==> src/rtl/herald_engine_arbiter_if.sv <==
// Bundle of requester, engine and response signals around the Herald engine arbiter.
// The master modport is the arbiter side; the slave modport is the environment side.
interface herald_engine_arbiter_if #(
   parameter int NREQ = 2
);
   localparam int IDW = (NREQ > 2) ? 2 : 1;

   logic [NREQ-1:0]      req_valid;
   logic [NREQ-1:0]      req_ready;
   logic [8*NREQ-1:0]    req_op;
   logic [24*NREQ-1:0]   req_a;
   logic [24*NREQ-1:0]   req_b;

   logic                 eng_start;
   logic [7:0]           eng_op;
   logic [23:0]          eng_a;
   logic [23:0]          eng_b;
   logic                 eng_busy;
   logic                 eng_done;
   logic [71:0]          eng_result;

   logic                 rsp_valid;
   logic                 rsp_ready;
   logic [IDW-1:0]       rsp_id;
   logic [71:0]          rsp_data;
   logic                 rsp_err;

   logic                 lock_valid;
   logic [IDW-1:0]       lock_owner;
   logic                 arb_busy;

   modport master (
      input  req_valid, req_op, req_a, req_b, eng_busy, eng_done, eng_result, rsp_ready,
      output req_ready, eng_start, eng_op, eng_a, eng_b, rsp_valid, rsp_id, rsp_data, rsp_err,
             lock_valid, lock_owner, arb_busy
   );

   modport slave (
      output req_valid, req_op, req_a, req_b, eng_busy, eng_done, eng_result, rsp_ready,
      input  req_ready, eng_start, eng_op, eng_a, eng_b, rsp_valid, rsp_id, rsp_data, rsp_err,
             lock_valid, lock_owner, arb_busy
   );
endinterface

==> src/rtl/herald_engine_arbiter.sv <==
// Round-robin arbiter sharing one CORDIC/MAC engine among NREQ requesters, with a MAC accumulator lock.
// Grant is combinational in IDLE; one command in flight; response held until rsp_ready, no grant meanwhile.
module herald_engine_arbiter #(
   parameter int NREQ    = 2,
   parameter int TIMEOUT = 256
) (
   input logic                      clk,
   input logic                      rst_n,
   herald_engine_arbiter_if.master  bus
);
   localparam int IDW = (NREQ > 2) ? 2 : 1;
   localparam int TW  = $clog2(TIMEOUT);

   typedef enum logic [1:0] {S_IDLE, S_ISSUE, S_WAIT, S_RESP} state_t;

   typedef struct packed {
      logic [7:0]  op;
      logic [23:0] a;
      logic [23:0] b;
   } cmd_t;

   state_t          state_q, state_d;
   cmd_t            cmd_q, cmd_d;
   logic [IDW-1:0]  id_q, id_d;
   logic [IDW-1:0]  last_grant_q, last_grant_d;
   logic [IDW-1:0]  lock_owner_q, lock_owner_d;
   logic [TW-1:0]   timer_q, timer_d;
   logic            eng_start_q, eng_start_d;
   logic            rsp_valid_q, rsp_valid_d;
   logic            rsp_err_q, rsp_err_d;
   logic            lock_valid_q, lock_valid_d;
   logic [71:0]     rsp_data_q, rsp_data_d;

   logic [NREQ-1:0] eligible;
   logic [NREQ-1:0] ready;
   logic            grant_vld;
   logic [IDW-1:0]  grant_idx;

   function automatic logic is_acc(input logic [7:0] op);
      return (op == 8'h21) || (op == 8'h22) || (op == 8'h23);
   endfunction

   function automatic logic is_valid_op(input logic [7:0] op);
      return (op[7:2] == 6'b000100) || (op[7:2] == 6'b001000);
   endfunction

   // Foreign accumulator ops are masked while another requester holds the lock.
   always_comb begin
      eligible = '0;
      for (int i = 0; i < NREQ; i++) begin
         eligible[i] = bus.req_valid[i] &
                       !(lock_valid_q && (lock_owner_q != IDW'(i)) && is_acc(bus.req_op[8*i +: 8]));
      end
   end

   // Scan farthest-first so the index right after last_grant wins.
   always_comb begin
      int idx;
      idx       = 0;
      grant_vld = 1'b0;
      grant_idx = '0;
      for (int k = NREQ; k >= 1; k--) begin
         idx = int'(last_grant_q) + k;
         if (idx >= NREQ) idx = idx - NREQ;
         if (eligible[IDW'(idx)]) begin
            grant_vld = 1'b1;
            grant_idx = IDW'(idx);
         end
      end
   end

   always_comb begin
      ready = '0;
      if ((state_q == S_IDLE) && grant_vld) ready[grant_idx] = 1'b1;
   end

   always_comb begin
      state_d      = state_q;
      cmd_d        = cmd_q;
      id_d         = id_q;
      last_grant_d = last_grant_q;
      timer_d      = timer_q;
      eng_start_d  = 1'b0;
      rsp_valid_d  = rsp_valid_q;
      rsp_err_d    = rsp_err_q;
      rsp_data_d   = rsp_data_q;
      lock_valid_d = lock_valid_q;
      lock_owner_d = lock_owner_q;
      case (state_q)
         S_IDLE: begin
            if (grant_vld) begin
               id_d = grant_idx;
               for (int i = 0; i < NREQ; i++) begin
                  if (grant_idx == IDW'(i)) begin
                     cmd_d.op = bus.req_op[8*i +: 8];
                     cmd_d.a  = bus.req_a[24*i +: 24];
                     cmd_d.b  = bus.req_b[24*i +: 24];
                  end
               end
               state_d = S_ISSUE;
            end
         end
         S_ISSUE: begin
            if (!is_valid_op(cmd_q.op)) begin
               rsp_err_d   = 1'b1;
               rsp_data_d  = '0;
               rsp_valid_d = 1'b1;
               state_d     = S_RESP;
            end else if (!bus.eng_busy) begin
               eng_start_d = 1'b1;
               timer_d     = '0;
               state_d     = S_WAIT;
            end
         end
         S_WAIT: begin
            if (bus.eng_done) begin
               rsp_data_d  = bus.eng_result;
               rsp_err_d   = 1'b0;
               rsp_valid_d = 1'b1;
               state_d     = S_RESP;
               if ((cmd_q.op == 8'h21) || (cmd_q.op == 8'h23)) begin
                  lock_valid_d = 1'b1;
                  lock_owner_d = id_q;
               end else if ((cmd_q.op == 8'h22) && (!lock_valid_q || (lock_owner_q == id_q))) begin
                  lock_valid_d = 1'b0;
               end
            end else if (timer_q == TW'(TIMEOUT - 1)) begin
               rsp_data_d  = '0;
               rsp_err_d   = 1'b1;
               rsp_valid_d = 1'b1;
               state_d     = S_RESP;
            end else begin
               timer_d = timer_q + 1'b1;
            end
         end
         S_RESP: begin
            if (bus.rsp_ready) begin
               rsp_valid_d  = 1'b0;
               last_grant_d = id_q;
               state_d      = S_IDLE;
            end
         end
         default: state_d = S_IDLE;
      endcase
   end

   always_ff @(posedge clk or negedge rst_n) begin
      if (!rst_n) begin
         state_q      <= S_IDLE;
         cmd_q        <= '0;
         id_q         <= '0;
         last_grant_q <= IDW'(NREQ - 1);
         timer_q      <= '0;
         eng_start_q  <= 1'b0;
         rsp_valid_q  <= 1'b0;
         rsp_err_q    <= 1'b0;
         rsp_data_q   <= '0;
         lock_valid_q <= 1'b0;
         lock_owner_q <= '0;
      end else begin
         state_q      <= state_d;
         cmd_q        <= cmd_d;
         id_q         <= id_d;
         last_grant_q <= last_grant_d;
         timer_q      <= timer_d;
         eng_start_q  <= eng_start_d;
         rsp_valid_q  <= rsp_valid_d;
         rsp_err_q    <= rsp_err_d;
         rsp_data_q   <= rsp_data_d;
         lock_valid_q <= lock_valid_d;
         lock_owner_q <= lock_owner_d;
      end
   end

   assign bus.req_ready  = ready;
   assign bus.eng_start  = eng_start_q;
   assign bus.eng_op     = cmd_q.op;
   assign bus.eng_a      = cmd_q.a;
   assign bus.eng_b      = cmd_q.b;
   assign bus.rsp_valid  = rsp_valid_q;
   assign bus.rsp_id     = id_q;
   assign bus.rsp_data   = rsp_data_q;
   assign bus.rsp_err    = rsp_err_q;
   assign bus.lock_valid = lock_valid_q;
   assign bus.lock_owner = lock_owner_q;
   assign bus.arb_busy   = (state_q != S_IDLE);
endmodule

==> src/flat_wrapper.sv <==
// flat-port wrapper written by rule: the top's interface ports become plain ports
module herald_engine_arbiter_flat 
#(
   parameter int NREQ    = 2,
   parameter int TIMEOUT = 256
)
  (clk, rst_n, bus_req_valid, bus_req_op, bus_req_a, bus_req_b, bus_eng_busy, bus_eng_done, bus_eng_result, bus_rsp_ready, bus_req_ready, bus_eng_start, bus_eng_op, bus_eng_a, bus_eng_b, bus_rsp_valid, bus_rsp_id, bus_rsp_data, bus_rsp_err, bus_lock_valid, bus_lock_owner, bus_arb_busy);
  herald_engine_arbiter_if #(.NREQ(NREQ)) bus_i ();
  input logic clk;
  input logic rst_n;
  input wire logic [$bits(bus_i.req_valid)-1:0] bus_req_valid;
  input wire logic [$bits(bus_i.req_op)-1:0] bus_req_op;
  input wire logic [$bits(bus_i.req_a)-1:0] bus_req_a;
  input wire logic [$bits(bus_i.req_b)-1:0] bus_req_b;
  input wire logic [$bits(bus_i.eng_busy)-1:0] bus_eng_busy;
  input wire logic [$bits(bus_i.eng_done)-1:0] bus_eng_done;
  input wire logic [$bits(bus_i.eng_result)-1:0] bus_eng_result;
  input wire logic [$bits(bus_i.rsp_ready)-1:0] bus_rsp_ready;
  output wire logic [$bits(bus_i.req_ready)-1:0] bus_req_ready;
  output wire logic [$bits(bus_i.eng_start)-1:0] bus_eng_start;
  output wire logic [$bits(bus_i.eng_op)-1:0] bus_eng_op;
  output wire logic [$bits(bus_i.eng_a)-1:0] bus_eng_a;
  output wire logic [$bits(bus_i.eng_b)-1:0] bus_eng_b;
  output wire logic [$bits(bus_i.rsp_valid)-1:0] bus_rsp_valid;
  output wire logic [$bits(bus_i.rsp_id)-1:0] bus_rsp_id;
  output wire logic [$bits(bus_i.rsp_data)-1:0] bus_rsp_data;
  output wire logic [$bits(bus_i.rsp_err)-1:0] bus_rsp_err;
  output wire logic [$bits(bus_i.lock_valid)-1:0] bus_lock_valid;
  output wire logic [$bits(bus_i.lock_owner)-1:0] bus_lock_owner;
  output wire logic [$bits(bus_i.arb_busy)-1:0] bus_arb_busy;
  assign bus_i.req_valid = bus_req_valid;
  assign bus_i.req_op = bus_req_op;
  assign bus_i.req_a = bus_req_a;
  assign bus_i.req_b = bus_req_b;
  assign bus_i.eng_busy = bus_eng_busy;
  assign bus_i.eng_done = bus_eng_done;
  assign bus_i.eng_result = bus_eng_result;
  assign bus_i.rsp_ready = bus_rsp_ready;
  assign bus_req_ready = bus_i.req_ready;
  assign bus_eng_start = bus_i.eng_start;
  assign bus_eng_op = bus_i.eng_op;
  assign bus_eng_a = bus_i.eng_a;
  assign bus_eng_b = bus_i.eng_b;
  assign bus_rsp_valid = bus_i.rsp_valid;
  assign bus_rsp_id = bus_i.rsp_id;
  assign bus_rsp_data = bus_i.rsp_data;
  assign bus_rsp_err = bus_i.rsp_err;
  assign bus_lock_valid = bus_i.lock_valid;
  assign bus_lock_owner = bus_i.lock_owner;
  assign bus_arb_busy = bus_i.arb_busy;
  herald_engine_arbiter #(.NREQ(NREQ), .TIMEOUT(TIMEOUT)) u_core (.clk(clk), .rst_n(rst_n), .bus(bus_i));
endmodule
==> config.mk <==
export PLATFORM = sky130hd
export DESIGN_NAME = herald_engine_arbiter_flat
export DESIGN_NICKNAME = d
export VERILOG_FILES = /design/src/rtl/herald_engine_arbiter_if.sv /design/src/rtl/herald_engine_arbiter.sv /design/src/flat_wrapper.sv
export SDC_FILE = /design/constraint.sdc
export NUM_CORES = 1
export LEC_CHECK = 0
export ABC_CLOCK_PERIOD_IN_PS = 2700
export BUFFER_PORTS_ARGS = -buffer_cell sky130_fd_sc_hd__buf_2
export CORE_MARGIN = 2
export CORE_UTILIZATION = 30
export DETAILED_ROUTE_END_ITERATION = 10
export HOLD_SLACK_MARGIN = 0.03
export PLACE_DENSITY = 0.66
export SYNTH_ARGS = -nofsm -noshare
export SYNTH_HDL_FRONTEND = slang
export SYNTH_SLANG_ARGS = --single-unit
==> constraint.sdc <==
create_clock -name clk -period 2.7 [get_ports clk]
set_clock_uncertainty 0.05 [all_clocks]
set_input_delay 0.54 -clock clk [delete_from_list [all_inputs] [get_ports clk]]
set_output_delay 0.54 -clock clk [all_outputs]
set_load 0.02 [all_outputs]
# --- After elaboration in Yosys (flattened, before gate mapping) ---
# Index checks and enable logic that the tools add are counted.
totals:
  in_bits: 191
  elab_cells: 114
  out_inout_bits: 137
  regBits: 145
classes:
  bitwise: 1
  reduce_logical: 25
  n_addsub: 5
  eq_ne: 22
  order_cmp: 6
  muxes: 42
op_table:
  columns: ["op", "count"]
  rows:
  - ["72-bit two-way mux", 3]
  - ["72-bit case mux with 2 select lines", 1]
  - ["56-bit two-way mux", 1]
  - ["8-bit by 6-bit == test with 1-bit output (second input constant)", 6]
  - ["8-bit two-way mux", 4]
  - ["1-bit two-way mux", 21]
  - ["8-bit case mux with 2 select lines", 1]
  - ["2-bit two-way mux", 7]
  - ["2-bit inequality test (second input constant)", 5]
  - ["3-bit AND reduction", 3]
  - ["8-bit by 1-bit adder with 8-bit output (second input constant)", 1]
  - ["8-bit == test (second input constant)", 1]
  - ["2-bit case mux with 4 select lines", 1]
  - ["4-bit AND reduction", 2]
  - ["6-bit by 3-bit == test with 1-bit output (second input constant)", 1]
  - ["6-bit by 4-bit == test with 1-bit output (second input constant)", 1]
  - ["1-bit by 3-bit < comparator with 1-bit output (second input constant)", 2]
  - ["2-bit nonzero test", 3]
  - ["1-bit logical AND", 5]
  - ["1-bit logical OR", 5]
  - ["5-bit AND reduction", 1]
  - ["2-bit == test (second input constant)", 2]
  - ["2-bit by 1-bit inequality test with 1-bit output (second input constant)", 2]
  - ["2-bit AND reduction", 2]
  - ["other kinds (18)", 20]

# --- Depth between registers and ports, before layout ---
logic_depth:
  depth_word: 15
  depth_mapped: 8

# --- Worst setup path after synthesis ---
# Ideal clock, no wire load.
synth_path:
  path_type: "in2out"
  startpoint: "in bus_req_op[3]"
  endpoint: "out bus_req_ready[0]"
  required_time_ns: 2.110
  arrival_ns: 1.927
  n_path_buf: 2
  stages: 5
  slack_ns: 0.183
  path_cell_list: "or4b_1 o311ai_4 buf_2 buf_4 nor2_1"
synth_between:
  elab_chain_cells: 15
  word_cells_on_any_way: 23
  cone_classes: "order compare (2); eq/ne (3); mux (11); bitwise (1); reduce/logical (6)"
synth_lines:
  columns: ["item", "line_no", "rtl"]
  rows:
  - ["start: declaration", "flat_wrapper.sv:12", "input wire logic [$bits(bus_i.req_op)-1:0] bus_req_op;"]
  - ["8-bit by 6-bit == test with 1-bit output", "herald_engine_arbiter.sv:40", "return (op == 8'h21) || (op == 8'h22) || (op == 8'h23);"]
  - ["1-bit logical OR", "herald_engine_arbiter.sv:40", null]
  - ["1-bit logical OR (*)", "herald_engine_arbiter.sv:40", null]
  - ["1-bit logical AND (*)", "herald_engine_arbiter.sv:52", "!(lock_valid_q && (lock_owner_q != IDW'(i)) && is_acc(bus.req_op[8*i +: 8]));"]
  - ["1-bit logical NOT (*)", "herald_engine_arbiter.sv:52", null]
  - ["1-bit AND (*)", "herald_engine_arbiter.sv:51", "eligible[i] = bus.req_valid[i] &"]
  - ["1-bit two-way mux (not written as such) (2 in series)", "herald_engine_arbiter.sv:65", "if (eligible[IDW'(idx)]) begin"]
  - ["1-bit two-way mux (2 in series)", "herald_engine_arbiter.sv:65", null]
  - ["1-bit by 2-bit < comparator with 1-bit output (not written as such) or 1-bit >= comparator (tied branches)", "herald_engine_arbiter.sv:74", "if ((state_q == S_IDLE) && grant_vld) ready[grant_idx] = 1'b1;"]
  - ["1-bit logical AND (not written as such)", "herald_engine_arbiter.sv:74", null]
  - ["1-bit two-way mux (not written as such)", "herald_engine_arbiter.sv:74", null]
  - ["1-bit demux with 1-bit select", null, null]
  - ["2-bit two-way mux (*)", "herald_engine_arbiter.sv:74", null]
  - ["end: declaration", "flat_wrapper.sv:19", "output wire logic [$bits(bus_i.req_ready)-1:0] bus_req_ready;"]
# Every way passes the cells marked *; elsewhere a longest branch is shown, timed or not. The select of a mux whose other input is x is not followed.

# --- Final worst setup path ---
layout_path:
  startpoint: "in bus_req_op[3]"
  endpoint: "out bus_req_ready[1]"
# The elaborated chain is that of the path after synthesis.

==> reports/qor.yml <==
status: "completed"
hp-class: "primary input to async pin"
final_util_pct: 42.8
final_cell_area_um2: 8720
ys_seq_area_share_pct: 58.0
ys_warn_count: 0
path_max_fanout: 5
cts_tree: "built"
finalCriticalPeriod_ns: 2.49
start_util_pct: 30.7
grt_pass1_wl_um: 25900
synth.cell_area_um2: 6260
drive_gt1_share_pct: 44.3
netlist_instances: 522
cts.sinks: 145
start_kind: "primary input"
syn_area_per_cell_um2: 12.0
hold_viol: 0
final_cell_mix: "buf_2 (325), dfrtp_1 (144), a22o_1 (73), nand2_1 (63), mux2i_1 (57)"
setup_tns_ns: 0
drc_errors: 0
fp.dieH_um: 148
dpl_cell_area_um2: 8170
worstPathArrival_ns: 1.90
first_iter_violations: 179
grt_use_total_pct: 14.9
cp-end-kind: "output pin"
cts_resized: 0
maxCapViolations: 0
drt_first_pass_iters: 4
worst_slew_pin_slew_ns: 0.537
p_per_area_nw_per_um2: 1230
hpwl_um: 12100
period_share_pct: 92.4
vias: 5182
area_delta_synth_final_pct: 39.3
synth_edf_count: 0
irDropWorstVdd_mv: 0.495
ant_nets: 0
slew_viol_final: 0
design.core.area_um2: 20400
final_common_cell: "buf_2"
slew_headroom_pct: 64.2
insertion_delay_ns: 0.41
synth_cell_type_count: 47
hold_buffers: 0
finalNetCount: 1037
wl_um: 16500
rows: 52
grt_max_degree: 112
wl_per_cell_um: 14.7
timing.fmax_mhz: 401
whs_ns: 0.0405
die_area_um2: 22000
overflow: 0
rsz0062_at_grt: "no"
antenna_found_initial: 1
clkSlewWorstSetupHoldPaths_ns: 0.06
dieWidth_um: 148
gp_congestion: 0.810
cts_setup_buffers: 0
clock_tree.root_cell: "clkbuf_16"
avgViaCountPerCell: 4.61
grt_pass1_vias: 5039
ys.flop_type: "dfrtp_1"
clk_path_buf_depth: 2
async_flop_share_pct: 100
io_pins: 328
crit_type: "primary input to output pin"
p_leak_nw: 4.65
portBuffers: 326
setup-violations-final: 0
numCtsBuffers: 17
synth_nets: 719
h-tree-depth: 4
cp.required_ns: 2.11
ys_seq_elements: 145
layout make-up:
cell class	count	area, um^2
Timing Repair Buffer	335	1780
Inverter	13	48.8
Tap cell	270	338
Antenna cell	1	2.50
Clock buffer	17	425
Clock inverter	15	123
Multi-Input combinational cell	328	2370
Sequential cell	145	3630
Fill cell	1943	11600
cell families after synthesis:
kind of cell	share of synthesized area (%)
compound gates	19.2
flops	58.0
simple gates	7.20
mux	9.66
buf+inv	4.30
fa+ha+maj	1.20
xor+xnor	0.400
synthesized netlist by cell type, types with 4 or more instances:
cell,number,area (um^2)
dfrtp_1,144,3600
a22o_1,73,639
nand2_1,63,236
mux2i_1,57,571
o21ai_0,54,270
clkbuf_1,17,63.8
inv_1,13,48.8
o21ai_1,11,55.1
buf_6,8,90.1
nand3_1,8,40.0
ha_1,6,75.1
nor2_1,6,22.5
o211ai_1,6,45.0
buf_2,5,25.0
buf_4,5,37.5
nand2b_1,4,25.0
power by group:
part           switching, W  internal [W]
logic               0.00301       0.00184
registers          0.000545       0.00309
clock network       0.00100       0.00120
critical path, cell delays in order:
cell and delay, ns:
buf_2 0.10, or4b_1 0.58, o311ai_4 0.40, nor2_1 0.10, buf_2 0.18
worst paths after layout:
check / start / endpoint / slack [ns] / cells past startpoint
max: bus_req_op[3] / bus_req_ready[1] / 0.21 / 5
min: rst_n / u_core.bus.rsp_data[28]$_DFFE_PN0P_ / 0.04 / 1
max reg2reg: u_core.state_q[1]$_DFFE_PN0P_ / u_core.bus.rsp_data[52]$_DFFE_PN0P_ / 0.34 / 7
min reg2reg: u_core.bus.eng_a[8]$_DFFE_PN0P_ / u_core.bus.eng_a[8]$_DFFE_PN0P_ / 0.43 / 2
max in group asynchronous: rst_n / u_core.last_grant_q$_DFFE_PN1P_ / 1.88 / 2
min in group clk: bus_eng_result[2] / u_core.bus.rsp_data[2]$_DFFE_PN0P_ / 0.29 / 2
flip-flops by register name, summed over array words and instances, names as in the netlist:
name                   cells
u_core.bus.rsp_data       72
u_core.bus.rsp_valid       1
u_core.bus.eng_start       1
u_core.bus.eng_op          8
u_core.bus.lock_valid      1
u_core.state_q             2
u_core.bus.eng_b          24
u_core.bus.lock_owner      1
u_core.bus.rsp_id          1
u_core.last_grant_q        1
u_core.bus.eng_a          24
u_core.timer_q             8
u_core.bus.rsp_err         1
routing by layer:
metal  global-route usage, %  up-vias  wire length, um
li1                        -     2547                -
met1                    18.3     2406             7120
met2                    25.1      223             7860
met3                    4.79        6             1380
met4                    4.10        0              123
met5                       0        -                0
stage by stage:
step | setup slack [ns] | std cells | power, W
after floorplan | 0.183 | 522 | 0.00699
after global placement | 0.227 | 1091 | 0.00850
after detailed placement | 0.214 | 1091 | 0.00858
after CTS | 0.213 | 1123 | 0.0109
after global routing | 0.142 | 1123 | 0.0114
final | 0.206 | 1124 | 0.0107
Note: power is estimated with default switching activity, not from simulation.
